`src/rtl/serial_add_sub.sv`:
```
// Digit-serial adder/subtractor: processes WIDTH-bit operands DIGIT bits per cycle,
// LSB first, rippling the carry through a register between digits.
module serial_add_sub #(
  parameter int WIDTH = 8,
  parameter int DIGIT = 1
) (
  input  logic             clk,
  input  logic             rst,
  input  logic             din_start,
  input  logic             din_mode,
  input  logic [WIDTH-1:0] din_A,
  input  logic [WIDTH-1:0] din_B,
  input  logic             din_cin,
  output logic             dout_busy,
  output logic             dout_done,
  output logic [WIDTH-1:0] dout_sum,
  output logic             dout_carry,
  output logic             dout_overflow
);

  localparam int N     = WIDTH / DIGIT;
  localparam int CNT_W = (N > 1) ? $clog2(N) : 1;
  localparam logic [CNT_W-1:0] LAST = CNT_W'(N - 1);

  if (WIDTH < 1 || DIGIT < 1 || (WIDTH % DIGIT) != 0) begin : g_bad_params
    $error("serial_add_sub: WIDTH must be a positive multiple of DIGIT");
  end

  typedef enum logic [1:0] {
    S_IDLE,
    S_RUN,
    S_DONE
  } state_e;

  state_e           state_q;
  logic [CNT_W-1:0] cnt_q;
  logic [WIDTH-1:0] a_q;
  logic [WIDTH-1:0] b_q;
  logic [WIDTH-1:0] acc_q;
  logic             carry_q;

  logic [DIGIT-1:0] a_dig;
  logic [DIGIT-1:0] b_dig;
  logic [DIGIT:0]   dig_sum;
  logic [WIDTH-1:0] acc_d;
  logic             cm_d;
  int               base;

  // One DIGIT-wide full-adder slice, indexed by the digit counter.
  always_comb begin
    // NOTE: every combinational output gets a default first so no path can infer a latch.
    base    = int'(cnt_q) * DIGIT;
    a_dig   = a_q[base +: DIGIT];
    b_dig   = b_q[base +: DIGIT];
    dig_sum = {1'b0, a_dig} + {1'b0, b_dig} + {{DIGIT{1'b0}}, carry_q};
    acc_d   = acc_q;
    acc_d[base +: DIGIT] = dig_sum[DIGIT-1:0];
    // Carry into the MSB, recovered from the MSB's own sum bit on the final digit.
    cm_d    = a_dig[DIGIT-1] ^ b_dig[DIGIT-1] ^ dig_sum[DIGIT-1];
  end

  always_ff @(posedge clk) begin
    // NOTE: sequential state uses non-blocking assignments only, so all registers see pre-edge values.
    if (rst) begin
      state_q       <= S_IDLE;
      cnt_q         <= '0;
      a_q           <= '0;
      b_q           <= '0;
      acc_q         <= '0;
      carry_q       <= 1'b0;
      dout_busy     <= 1'b0;
      dout_done     <= 1'b0;
      dout_sum      <= '0;
      dout_carry    <= 1'b0;
      dout_overflow <= 1'b0;
    end else begin
      unique case (state_q)
        S_IDLE: begin
          dout_done <= 1'b0;
          if (din_start) begin
            // Subtraction is A + ~B + ~borrow; carry-out then means "no borrow".
            a_q           <= din_A;
            b_q           <= din_mode ? ~din_B : din_B;
            carry_q       <= din_mode ? ~din_cin : din_cin;
            acc_q         <= '0;
            cnt_q         <= '0;
            dout_busy     <= 1'b1;
            dout_sum      <= '0;
            dout_carry    <= 1'b0;
            dout_overflow <= 1'b0;
            state_q       <= S_RUN;
          end
        end
        S_RUN: begin
          acc_q   <= acc_d;
          carry_q <= dig_sum[DIGIT];
          cnt_q   <= cnt_q + CNT_W'(1);
          if (cnt_q == LAST) begin
            dout_busy     <= 1'b0;
            dout_done     <= 1'b1;
            dout_sum      <= acc_d;
            dout_carry    <= dig_sum[DIGIT];
            dout_overflow <= cm_d ^ dig_sum[DIGIT];
            state_q       <= S_DONE;
          end
        end
        S_DONE: begin
          dout_done <= 1'b0;
          state_q   <= S_IDLE;
        end
        default: state_q <= S_IDLE;
      endcase
    end
  end

endmodule

```
`config.mk`:
```
export PLATFORM = sky130hd
export DESIGN_NAME = serial_add_sub
export DESIGN_NICKNAME = d
export VERILOG_FILES = /design/src/rtl/serial_add_sub.sv
export SDC_FILE = /design/constraint.sdc
export NUM_CORES = 1
export LEC_CHECK = 0
export ABC_AREA = 1
export BUFFER_PORTS_ARGS = -buffer_cell sky130_fd_sc_hd__buf_4
export CELL_PAD_IN_SITES_DETAIL_PLACEMENT = 1
export CELL_PAD_IN_SITES_GLOBAL_PLACEMENT = 1
export CORE_ASPECT_RATIO = 0.8
export CORE_MARGIN = 2
export CORE_UTILIZATION = 33
export DETAILED_ROUTE_END_ITERATION = 6
export GPL_ROUTABILITY_DRIVEN = 1
export PLACE_DENSITY_LB_ADDON = 0.1
export SKIP_LAST_GASP = 1
export SLEW_MARGIN = 15
export SYNTH_ARGS = -nofsm -noshare
export SYNTH_HDL_FRONTEND = slang
export SYNTH_SLANG_ARGS = --single-unit
export TNS_END_PERCENT = 100
```
`constraint.sdc`:
```
create_clock -name clk -period 2.7 [get_ports clk]
set_clock_uncertainty 0.2 [all_clocks]
set_input_delay 0.405 -clock clk [delete_from_list [all_inputs] [get_ports clk]]
set_output_delay 0.405 -clock clk [all_outputs]
set_load 0.01 [all_outputs]
```
== Word level (Yosys, flattened, before mapping) ==
Index checks and enable logic that the tools add are counted.
W data, S select, Z words.
Storage, ports and cells
  bits in registers: 42
  input bits: 21
  output and inout port bits: 12
  logic and storage cells: 62
Operators by class
  add/sub/neg operators: 4
  eq/ne operators: 5
  shifts and indexed selects: 4
  mux-type cells: 24
  bitwise operators: 5
  reductions and logical operators: 9
Operator list (number)
  $neg A3 Y33: 1
  $shift A1 B33 Y8 const A: 1
  $shiftx A1 B33 Y8: 1
  $pmux W8 S2: 2
  $mux W8: 3
  $shiftx A8 B4 Y1: 2
  $pmux W1 S2: 5
  $bwmux W8: 1
  $mux W1: 8
  $not A8 Y8: 1
  $reduce_and A2 Y1: 4
  $pmux W3 S2: 1
  $mux W2: 2
  $ne A2 B2 Y1 const B: 2
  $pmux W2 S2: 1
  $reduce_bool A2 Y1: 2
  $add A3 B1 Y3 const B: 1
  $eq A3 B3 Y1 const B: 1
  $mux W3: 1
  $reduce_and A3 Y1: 1
  $xor A1 B1 Y1: 3
  $add A1 B1 Y2: 1
  $add A2 B1 Y2: 1
  $eq A2 B1 Y1 const B: 1
  4 further kinds: 4

== Longest topological paths before layout ==
  depth in word-level cells: 7
  mapped depth: 13
  mapped depth without buffers: 12

== Worst setup path after synthesis ==
Ideal clock, no wire load.
  kind: register to register
  from: reg cnt_q[0]
  to: reg acc_q[1]
  setup time: 0.071 ns
  arrival: 1.918 ns
  required time: 2.429 ns
  slack: 0.512 ns
  cell stages (with the launch flop): 12
  buffers on the path: 2
  period minus slack after synthesis: 2.188 ns
  cell sequence: dfxtp_1 buf_6 buf_2 a21oi_1 o21ai_0 nand3_1 nand2_1 fa_1 nand3_1 a21oi_1 o21ai_0 a21oi_1
On the way
  word-level cells in the longest chain between the ends: 6
  elaborated cells on any way between the ends: 9
  those cells by class: add/sub (3); shift (4); mux (2)
RTL lines
  start, declared: RTL line 36  | logic [CNT_W-1:0] cnt_q;
  start signal, assigned: RTL line 97  | cnt_q <= cnt_q + CNT_W'(1);
  $shiftx A8 B4 Y1, on equally long branches: RTL line 53, 54
  $add A1 B1 Y2: RTL line 55  | dig_sum = {1'b0, a_dig} + {1'b0, b_dig} + {{DIGIT{1'b0}}, carry_q};
  $add A2 B1 Y2: RTL line 55
  $shiftx A1 B33 Y8: RTL line 57  | acc_d[base +: DIGIT] = dig_sum[DIGIT-1:0];
  $bwmux W8 (*): RTL line 57
  $pmux W8 S2 (*): RTL line 77  | unique case (state_q)
  end signal, assigned: RTL line 69  | acc_q <= '0;
  end signal, assigned: RTL line 85  | acc_q <= '0;
  end signal, assigned: RTL line 95  | acc_q <= acc_d;
  end, declared: RTL line 39  | logic [WIDTH-1:0] acc_q;
Every way passes the cells marked *; elsewhere a longest branch is shown, timed or not.
A chain may end at the register's enable or synchronous reset.

== Worst setup path after layout ==
  from: reg cnt_q[0]
  to: reg dout_sum[3]
On the way
  word-level cells in the longest chain between the ends: 7
  elaborated cells on any way between the ends: 13
  those cells by class: add/sub (3); eq/ne (2); shift (4); mux (3); reduce/logical (1)
RTL lines
  $shiftx A8 B4 Y1, on equally long branches: RTL line 53, 54
  $add A1 B1 Y2: RTL line 55
  $add A2 B1 Y2: RTL line 55
  $shiftx A1 B33 Y8: RTL line 57
  $bwmux W8: RTL line 57
  $mux W8: RTL line 98  | if (cnt_q == LAST) begin
  $pmux W8 S2: RTL line 77
  end signal, assigned: RTL line 73  | dout_sum <= '0;
  end signal, assigned: RTL line 88  | dout_sum <= '0;
  end signal, assigned: RTL line 101  | dout_sum <= acc_d;
  end, declared: RTL line 16  | output logic [WIDTH-1:0] dout_sum,
Parallel ways exist; a longest one is shown, timed or not. The select of a mux whose other input is x is not followed.

==> flow_metrics.py <==
metrics = {
    "sta": {
        "report.final.slew_viol_count": 0,
        "fin_crit_sh": 0.883,
        "setup_viol": 0,
        "worst_pin_slew_ns": 0.645,
        "hold_viol": 0,
        "max_freq_mhz": 420,
        "relSlewSlack": 0.569,
        "tns_ns": 0,
        "fin_crit_ns": 2.38,
        "grt_setup_unrepaired": "no",
    },
    "pwr": {
        "leakage_uw": 0.00106,
        "power.density_mw_per_mm2": 562,
        "ir_drop_v": 0.000183,
        "p_total_uw": 1360,
    },
    "cts": {
        "clock_latency_ns": 0.29,
        "clock_sink_count": 42,
        "cts_root_buf": "clkbuf_8",
        "cts_made_buffers": 5,
        "postCtsSetupBuffers": 0,
        "clk_path_buf_depth": 2,
        "tritoncts": "built",
        "clkTransAtPathRegs_ns": 0.09,
        "h-tree-depth": 2,
    },
    "cells_and_area": {
        "syn2layout_area_growth_pct": 18.7,
        "num_antenna_cells": 0,
        "final_common_cell": "a21oi_1",
        "fillCellCount": 770,
        "most-common-layout-cells": "42 x a21oi_1, 41 x dfxtp_1, 39 x nand2_1",
        "final_net_count": 323,
        "drive_gt1_frac": 0.189,
    },
    "floorplanning": {
        "die_w_um": 91.9,
        "start_util": 0.343,
        "core_mm2": 0.00594,
        "die_h_um": 74.3,
        "dieArea_mm2": 0.00683,
        "ios": 33,
        "rows": 25,
    },
    "detailed_routing": {
        "drt_iter0_markers": 44,
        "viasPerCell": 4.69,
        "wl_per_cell_um": 12.6,
        "drc": 0,
        "vias": 1774,
        "antenna_left": 0,
        "wl_um": 4780,
        "firstDrtPassIters": 4,
    },
    "synth": {
        "synthTopCellsByArea": "dfxtp_1 41%, a21oi_1 10%, nand2_1 7.2%",
        "synth_edf_count": 0,
        "ys_seq_elements": 42,
        "syn-num-nets": 294,
        "syn_area_per_cell_um2": 7.63,
        "synth.top_cell.area_share": 0.413,
        "synthArstFlopShare": 0,
        "synth_top_area_cell": "dfxtp_1",
        "synth-seq-area-share": 0.413,
        "ys_types": 28,
        "syn_inst": 267,
        "ys.flop_type": "dfxtp_1",
        "syn-cell-area_mm2": 0.00204,
        "yosys_warnings": 0,
    },
    "global_route": {
        "grt_usage": 0.152,
        "antenna_found_initial": 0,
        "grt_pass1_vias": 1740,
        "grt_pass1_wl_um": 8280,
        "grt-ovfl-total": 0,
        "grt_max_degree": 27,
    },
    "worst_setup_path": {
        "cp-start-kind": "flop",
        "critical_path.top_delay_family": "compound AO/OA/AOI/OAI gates",
        "worstPathRequired_ns": 2.73,
        "timing.critical_path.mode_cell": "a21oi_1",
        "crit_path_end_kind": "flop",
        "timing_worst_setup_path_type": "flop to flop",
        "crit_buf_inv": 1,
        "path_cells": "buf_4, a21oi_1, o21ai_0, nand3_1, nand2_1, fa_1, nand3_1, a21oi_1, o21ai_0, a21oi_1",
        "max_stage_delay_ns": 0.53,
        "slowest_stage": "fa_1",
        "cp.arrival_ns": 2.41,
        "crit_fanout": 13,
    },
    "outcome": {
        "status": "finished, final reports clean",
    },
    "placed_design": {
        "portBuffers": 32,
        "dpl.hpwl_um": 3490,
        "gp_congestion": 0.781,
    },
    "worst_hold_path": {
        "hp-class": "input pin to flop",
    },
    "job": {
        "drv_cap": 0,
    },
}
## per-stage QoR
| stage | worst slack (ns) | util | hold slack (ns) | cell area (um^2) | cells |
|---|---|---|---|---|---|
| after CTS | 0.231 | 0.407 | 0.189 | 2420 | 378 |
| after floorplan | 0.512 | - | 0.224 | 2040 | 267 |
| after global routing | 0.0667 | 0.407 | 0.205 | 2420 | 378 |
| final | 0.317 | 0.407 | 0.188 | 2420 | 378 |
| after detailed placement | 0.252 | 0.391 | 0.249 | 2320 | 370 |
| after global placement | 0.324 | 0.391 | 0.245 | 2320 | 370 |
## worst reg2reg max path, delay by kind of cell (launching register included)
| kind | cells | cell delay (ns) |
|---|---|---|
| compound gates | 5 | 0.72 |
| buf+inv | 1 | 0.19 |
| simple gates | 3 | 0.31 |
| fa+ha+maj | 1 | 0.53 |
| flops | 1 | 0.37 |
## layout make-up
type | count | area [um^2] | area share
clock buffer | 6 | 82.6 | 0.0341
sequential | 42 | 842 | 0.348
multi-input combinational | 177 | 983 | 0.406
clock inverter | 2 | 12.5 | 0.00517
tap | 81 | 101 | 0.0419
timing repair buffer | 34 | 255 | 0.105
inverter | 36 | 143 | 0.0589
## sequential cells by signal, indices dropped and copies added (netlist names)
register       count
dout_overflow      1
dout_done          1
dout_carry         1
state_q            2
acc_q              8
carry_q            1
dout_busy          1
dout_sum           8
a_q                8
cnt_q              3
b_q                8
## synthesized netlist by cell type (5+ instances only)
library cell and count:
a21oi_1 42, buf_2 6, dfxtp_1 42, ha_1 5
inv_1 32, nand2_1 39, nand3_1 21, nor2_1 11
o21ai_0 29, xnor2_1 5, xor2_1 5
## timing repair
item	4_1_cts	5_1_grt
hold buffers	0	0
endpoints found under the setup margin	0	1
gates resized for setup	0	1
## layer usage
layer | share of wire | wire length (um) | GRT usage
met1 | 0.54 | 2590 | 0.219
met2 | 0.42 | 1990 | 0.234
met3 | 0.035 | 166 | 0.0304
met4 | 0.0075 | 36 | 0.0398
met5 | 0 | 0 | 0
## cells by family (layout without fill, tap and decap cells)
logic type / after synthesis / after routing / synth area share
AOI/OAI and AO/OA: 82 / 82 / 0.217
and+or+nand+nor: 79 / 79 / 0.182
DFF: 42 / 42 / 0.413
adders and majority gates: 6 / 6 / 0.0405
buffers and inverters: 48 / 78 / 0.105
xor gates and xnor gates: 10 / 10 / 0.0430
## worst paths after layout
kind / start / to / slack, ns / depth (start not counted)
max: cnt_q[0] / dout_sum[3] / 0.32 / 10
min: din_A[0] / a_q[0] / 0.19 / 3
max reg2reg: cnt_q[0] / dout_sum[3] / 0.32 / 10
min reg2reg: a_q[1] / a_q[1] / 0.26 / 2
## where the power goes
group          internal [uW]  switching, uW  total [uW]  leakage, uW
combinational            102            153         255     0.000670
sequential               656           19.4         676     0.000345
clock                    206            225         431    0.0000472
total                    964            397        1360      0.00106
Note: power is estimated with default switching activity, not from simulation.
